[src/rtl/acc_frame_sched.sv]
// Frame sequencer for the sample accumulator: clear, admit CGES samples,
// settle one cycle, then hand the captured sum downstream.
module acc_frame_sched #(
    parameter int BITS = 32,
    parameter int CGES = 50,
    localparam int CW = $clog2(CGES),
    localparam int W  = $clog2(CGES) + BITS
) (
    input  logic          clk,
    input  logic          reset_n,
    input  logic          start,
    input  logic          fin,
    input  logic          smp_valid,
    output logic          smp_ready,
    output logic          acc_clr,
    output logic          acc_en,
    input  logic [W-1:0]  acc_sum,
    output logic          res_valid,
    input  logic          res_ready,
    output logic [W-1:0]  result,
    output logic [CW-1:0] smp_cnt,
    output logic [15:0]   frame_cnt,
    output logic          busy,
    output logic          aborted
);

    typedef enum logic [2:0] {IDLE, CLEAR, ACCUM, FLUSH, HOLD} state_t;

    state_t state, state_nxt;
    logic   last_smp;
    logic   hshake;
    logic   abort_now;

    assign last_smp  = acc_en && (smp_cnt == CW'(CGES - 1));
    assign hshake    = (state == HOLD) && res_ready;
    assign abort_now = fin && ((state == CLEAR) || (state == ACCUM));

    always_ff @(posedge clk) begin
        if (!reset_n) state <= IDLE;
        else          state <= state_nxt;
    end

    always_comb begin
        state_nxt = state;
        case (state)
            IDLE:    if (start && !fin) state_nxt = CLEAR;
            CLEAR:   state_nxt = fin ? IDLE : ACCUM;
            ACCUM: begin
                if (fin)           state_nxt = IDLE;
                else if (last_smp) state_nxt = FLUSH;
            end
            FLUSH:   state_nxt = HOLD;
            HOLD:    if (res_ready) state_nxt = (start && !fin) ? CLEAR : IDLE;
            default: state_nxt = IDLE;
        endcase
    end

    // fin outranks a sample in ACCUM, so ready drops in the same cycle
    always_comb begin
        smp_ready = (state == ACCUM) && !fin;
        acc_en    = smp_valid && smp_ready;
        acc_clr   = (state == CLEAR);
        busy      = (state != IDLE);
    end

    always_ff @(posedge clk) begin
        if (!reset_n) begin
            smp_cnt   <= '0;
            frame_cnt <= '0;
            result    <= '0;
            res_valid <= 1'b0;
            aborted   <= 1'b0;
        end else begin
            aborted <= abort_now;
            if (state == CLEAR || abort_now || last_smp) smp_cnt <= '0;
            else if (acc_en)                             smp_cnt <= smp_cnt + 1'b1;
            if (state == FLUSH) begin
                result    <= acc_sum;
                res_valid <= 1'b1;
            end else if (hshake) begin
                res_valid <= 1'b0;
            end
            if (hshake) frame_cnt <= frame_cnt + 16'd1;
        end
    end

endmodule
[config.mk]
export PLATFORM = sky130hd
export DESIGN_NAME = acc_frame_sched
export DESIGN_NICKNAME = d
export VERILOG_FILES = /design/src/rtl/acc_frame_sched.sv
export SDC_FILE = /design/constraint.sdc
export NUM_CORES = 1
export LEC_CHECK = 0
export CAP_MARGIN = 20
export CORE_ASPECT_RATIO = 0.5
export CORE_UTILIZATION = 38
export DETAILED_ROUTE_END_ITERATION = 8
export HOLD_SLACK_MARGIN = 0.1
export MAX_ROUTING_LAYER = met4
export PLACE_DENSITY = 0.86
export SLEW_MARGIN = 30
export SYNTH_ARGS = -nofsm -noshare
export SYNTH_HDL_FRONTEND = slang
export SYNTH_SLANG_ARGS = --single-unit
[constraint.sdc]
create_clock -name clk -period 1.7 [get_ports clk]
set_input_delay 0.17 -clock clk [delete_from_list [all_inputs] [get_ports clk]]
set_output_delay 0.17 -clock clk [all_outputs]
set_load 0.02 [all_outputs]
## Word level (Yosys, flattened, before mapping)

Index checks and enable logic that the tools add are counted.

| storage, ports and cells | value |
|---|---|
| register bits after elaboration | 65 |
| latch bits | 0 |
| bits in writable memories | 0 |
| ROM bits | 0 |
| bits of input ports | 44 |
| output and inout bits | 66 |
| logic and storage cells | 41 |
| memories | 0 |

| cells by class | value |
|---|---|
| add/sub/neg operators | 2 |
| $mul | 0 |
| div/mod/pow operators | 0 |
| $lt $le $gt $ge | 0 |
| eq/ne operators | 8 |
| shifts and indexed selects | 0 |
| mux-type cells | 9 |
| bitwise operators | 1 |
| reduce and logical (&&, ||, !) cells | 15 |

Operator list:

| operator | number |
|---|---|
| $add A16 B1 Y16 const B | 1 |
| $pmux W3 S5 | 1 |
| $mux W3 | 4 |
| $add A6 B1 Y6 const B | 1 |
| $eq A3 B2 Y1 const B | 2 |
| $eq A6 B6 Y1 const B | 1 |
| $logic_and A1 B1 Y1 | 6 |
| $ne A2 B2 Y1 const B | 2 |
| $eq A3 B1 Y1 const B | 1 |
| $eq A3 B3 Y1 const B | 1 |
| $logic_not A3 Y1 | 1 |
| $logic_or A1 B1 Y1 | 3 |
| $mux W1 | 3 |
| $ne A3 B3 Y1 const B | 1 |
| $reduce_and A3 Y1 | 1 |
| $reduce_bool A3 Y1 | 1 |
| $mux W2 | 1 |
| $reduce_bool A2 Y1 | 1 |
| $reduce_or A2 Y1 | 1 |
| $logic_not A1 Y1 | 1 |
| $not A1 Y1 | 1 |

## Longest topological paths before layout

| logic depth | value |
|---|---|
| depth in word-level cells | 7 |
| gate-level depth with buffers | 6 |
| depth with buffers taken out | 5 |

## Worst setup path before layout

OpenSTA, ideal clock, no wires.

| path | value |
|---|---|
| path type | register -> register |
| start point | register state[2] |
| end point | register smp_cnt[0] |
| setup time | 0.131 ns |
| data arrival time | 1.767 ns |
| required time | 1.569 ns |
| slack | -0.198 ns |
| cell stages (with the launch flop) | 6 |
| path buffers | 1 |
| period minus slack after synthesis | 1.898 ns |
| path through | dfxtp_1 > nor4b_2 > and2_0 > clkbuf_1 > xnor2_1 > nor2_1 |

| between the ends | value |
|---|---|
| longest elaborated chain between the ends | 6 |
| elaborated cells between the ends (all ways) | 10 |
| classes of those cells | 2 x eq/ne; 8 x reduce/logical |

Ends and longest elaborated chain:

| element | line | RTL |
|---|---|---|
| from (decl) | 29 | `state_t state, state_nxt;` |
| from (signal assigned) | 40 | `else state <= state_nxt;` |
| $eq A3 B2 Y1 * | 60 | `smp_ready = (state == ACCUM) && !fin;` |
| $logic_and A1 B1 Y1 * | 60 |  |
| named net smp_ready | 14 | `output logic smp_ready,` |
| $logic_and A1 B1 Y1 * | 61 | `acc_en = smp_valid && smp_ready;` |
| named net acc_en | 16 | `output logic acc_en,` |
| $logic_and A1 B1 Y1 | 34 | `assign last_smp = acc_en && (smp_cnt == CW'(CGES - 1));` |
| $logic_or A1 B1 Y1 | 75 | `if (state == CLEAR \|\| abort_now \|\| last_smp) smp_cnt <= '0;` |
| $reduce_or A2 Y1 (no line) | -- |  |
| to (signal assigned) | 76 | `else if (acc_en) smp_cnt <= smp_cnt + 1'b1;` |
| to (decl) | 21 | `output logic [CW-1:0] smp_cnt,` |

The timed path passes the listed nets; every way through them passes the cells marked *.
A chain may end at the register's enable or synchronous reset.

## Final worst setup path

| path | value |
|---|---|
| start point | register state[2] |
| end point | register frame_cnt[14] |

| between the ends | value |
|---|---|
| longest elaborated chain between the ends | 2 |

Ends and longest elaborated chain:

| element | line | RTL |
|---|---|---|
| $eq A3 B3 Y1 | 35 | `assign hshake = (state == HOLD) && res_ready;` |
| $logic_and A1 B1 Y1 | 35 |  |
| to (signal assigned) | 83 | `if (hshake) frame_cnt <= frame_cnt + 16'd1;` |
| to (decl) | 22 | `output logic [15:0] frame_cnt,` |

Every way passes these cells.

==> impl_results.md <==
- Peak VDD IR: 615 µV
- Pwr Total: 3.64 mW
- Worst Slack Setup Final: -3.79 ps
- Worst Setup Start Kind: register
- Root Driver: clkbuf_16
- Die area: 7240 µm²
- Worst-Margin Slew: 422 ps
- Max_cap viols: 0
- Worst Clk Skew: 4.04 ps
- Syn_nets: 370
- Critical Path Fanout Max: 5
- Starting Density: 0.412
- Leakage: 1.54 nW
- Cell family with most CP delay: simple AND/OR/NAND/NOR gates
- Bufs and invs on worst path: 0
- Detailed Route Iter0 Violations: 227
- Reg clk slew, reported paths: 50 ps
- Final #Nets: 501
- Pre-CTS setup slack: -231 ps
- Die width: 119 µm
- Core Box Area: 6360 µm²
- Remaining Overflow, GRT: 0
- IO Count: 110
- Drt wl/cell: 13.7 µm
- Clk_lat worst skew: 320 ps
- Hpwl dp: 5270 µm
- F_max: 0.587 GHz
- Crit path time final: 1700 ps
- Share of layout cells above drive strength 1: 0.142
- Final Hold Vio Count: 0
- Mapped Area: 2620 µm²
- Hold_ws: 396 ps
- Avg Cell Area, Syn: 8.10 µm²
- CTS max path bufs: 2
- Critical path's slowest cell: or4_4
- Instance count on the critical path: 4
- Yosys top cell by area: dfxtp_1
- Final period util: 1.00
- Fin Setup TNS: -3.79 ps
- Worst setup EP type: register
- Cells after DPL: 531
- PD cells: 841 nW/µm²
- Routed WL: 7490 µm
- Worst Hold Depth: 3
- Finished layout cell area: 4330 µm²
- Synth Register Bits: 65
- Total number of vias: 2644
- Area share of the largest cell type after synthesis: 0.497
- Htree depth: 3
- Placed instance area: 4030 µm²
- Setup-failing EPs final: 1
- Max-slew headroom: 0.712
- Ranking of synthesized cells by area: dfxtp_1 50%, nand2_1 12%, a21oi_1 8.4%
- Flop-to-flop setup slack: -4 ps
- Die height: 60.7 µm
- Setup CP Type: reg2reg
- R2R cell count: 4
- Hold Crit Class: in2reg
- Worst-path cell chain: or3b_4, or4_4, or3_4, a21oi_2
- CTS tree: done
- Final Max Slew Viols: 0
- Post-DRT Antenna Nets: 0
- Ant. Diodes: 0
- Status: finished with violations
- Initial antenna violation count: 0
- CTS Buf Count: 9
- Post-layout util: 0.681
- Syn. warnings: 0
- Failing checks: negative setup slack
- GPL Wtd Cong: 0.853
- Residual DRC: 0
- CP arrival: 1960 ps
- # clock sinks: 65
- WP data required: 1960 ps
- Number of global-route vias before repair: 2443
- Non-Filler Instances: 546
- Number of buffers added on ports: 109
- Largest net degree at the start of global routing: 40
- First-pass DRT Iterations: 4
- Mapped Cells: 323
- Core Rows: 20
- GR Util All Layers: 0.217
- Post-synthesis cell type count: 38
- Synthesis-to-layout area growth: 65.3%
- Via-per-instance ratio: 4.84
- RSZ-0062 raised after global routing: true
- Seq/Total Area, Yosys: 0.497
- Crit path largest cell delay: 420 ps
- Global-route wire length before repair: 11800 µm
[power by group]
| group | leakage [nW] | switching (mW) | total [mW] | internal, mW |
|---|---|---|---|---|
| Combinational | 0.867 | 0.127 | 0.295 | 0.168 |
| Clock | 0.148 | 0.595 | 1.79 | 1.20 |
| Sequential | 0.528 | 0.0124 | 1.55 | 1.54 |
[layout make-up]
type	count	area, µm²
Tap cell	88	110
Fill cell	510	2030
Clock inverter	3	40.0
Timing Repair Buffer	141	1340
Sequential cell	65	1320
Clock buffer	12	256
Multi-Input combinational cell	230	1230
Inverter	7	26.3
[timing repair]
action / CTS / global route
setup endpoints to repair: 5 / 3
gates resized for setup: 7 / 8
hold buffers: 0 / 0
setup buffers: 0 / 0
pin swaps: 1 / 0
[cell families after synthesis]
| group | share of synthesized area |
|---|---|
| muxes | 0.0120 |
| buffers and inverters | 0.0406 |
| xor gates and xnor gates | 0.0569 |
| and+or+nand+nor | 0.271 |
| AOI/OAI and AO/OA | 0.109 |
| DFF | 0.497 |
| adders and majority gates | 0.0143 |
[routing by layer]
layer | global-route usage | vias to the layer above | part of all wire
met4 | 0.0768 | 0 | 0.0076
met1 | 0.244 | 1236 | 0.44
met2 | 0.390 | 57 | 0.52
met5 | - | - | 0
met3 | 0.0498 | 9 | 0.032
li1 | - | 1342 | -
[sequential cells by signal (all words and copies together) (netlist names)]
register	cells
frame_cnt	16
res_valid	1
smp_cnt	6
state	3
aborted	1
result	38
[worst paths after layout]
kind | endpoint | from
worst max-delay path | frame_cnt[14] | state[2]
worst max register to register | frame_cnt[14] | state[2]
worst min-delay path | result[34] | acc_sum[34]
worst min register to register | result[4] | result[4]
[layout by cell type (no fill, tap or decap), types with 2 or more instances in the layout]
cell type and instances:
a21oi_1 43, and3_1 4, buf_12 2, buf_4 30
clkbuf_16 9, clkbuf_2 2, clkbuf_8 2, clkdlybuf4s50_1 105
clkinv_2 2, dfxtp_1 58, dfxtp_2 4, dfxtp_4 3
dlygate4sd2_1 2, ha_1 3, inv_1 6, mux2i_1 2
nand2_1 86, nand2b_1 2, nand3_1 10, nand4_1 6
nor2_1 21, nor3_1 8, nor3b_1 3, nor4_1 3
o21ai_0 2, xnor2_1 10, xor2_1 7
[cell usage after synthesis]
| library cell | number |
|---|---|
| a2111oi_0 | 1 |
| a211oi_1 | 1 |
| a21oi_1 | 44 |
| a31o_2 | 1 |
| a41oi_1 | 1 |
| and2_0 | 1 |
| and2_1 | 1 |
| and3_1 | 4 |
| buf_1 | 1 |
| buf_2 | 1 |
| clkbuf_1 | 19 |
| dfxtp_1 | 65 |
| ha_1 | 3 |
| inv_1 | 6 |
| inv_2 | 1 |
| mux2_2 | 1 |
| mux2i_1 | 2 |
| nand2_1 | 86 |
| nand2b_1 | 2 |
| nand3_1 | 10 |
| nand4_1 | 6 |
| nand4bb_1 | 1 |
| nor2_1 | 21 |
| nor3_1 | 8 |
| nor3b_1 | 3 |
| nor4_1 | 3 |
| nor4b_1 | 1 |
| nor4b_2 | 1 |
| nor4bb_1 | 1 |
| o211ai_1 | 1 |
| o21a_1 | 1 |
| o21ai_0 | 3 |
| or3_1 | 2 |
| or3b_1 | 1 |
| or4_4 | 1 |
| or4b_2 | 1 |
| xnor2_1 | 10 |
| xor2_1 | 7 |
[worst reg2reg max path, cell delays in order, from the launching register on]
cell and delay, ps:
dfxtp_4 370, or3b_4 390, or4_4 420, or3_4 340, a21oi_2 110
(Power assumes the default switching activity.)
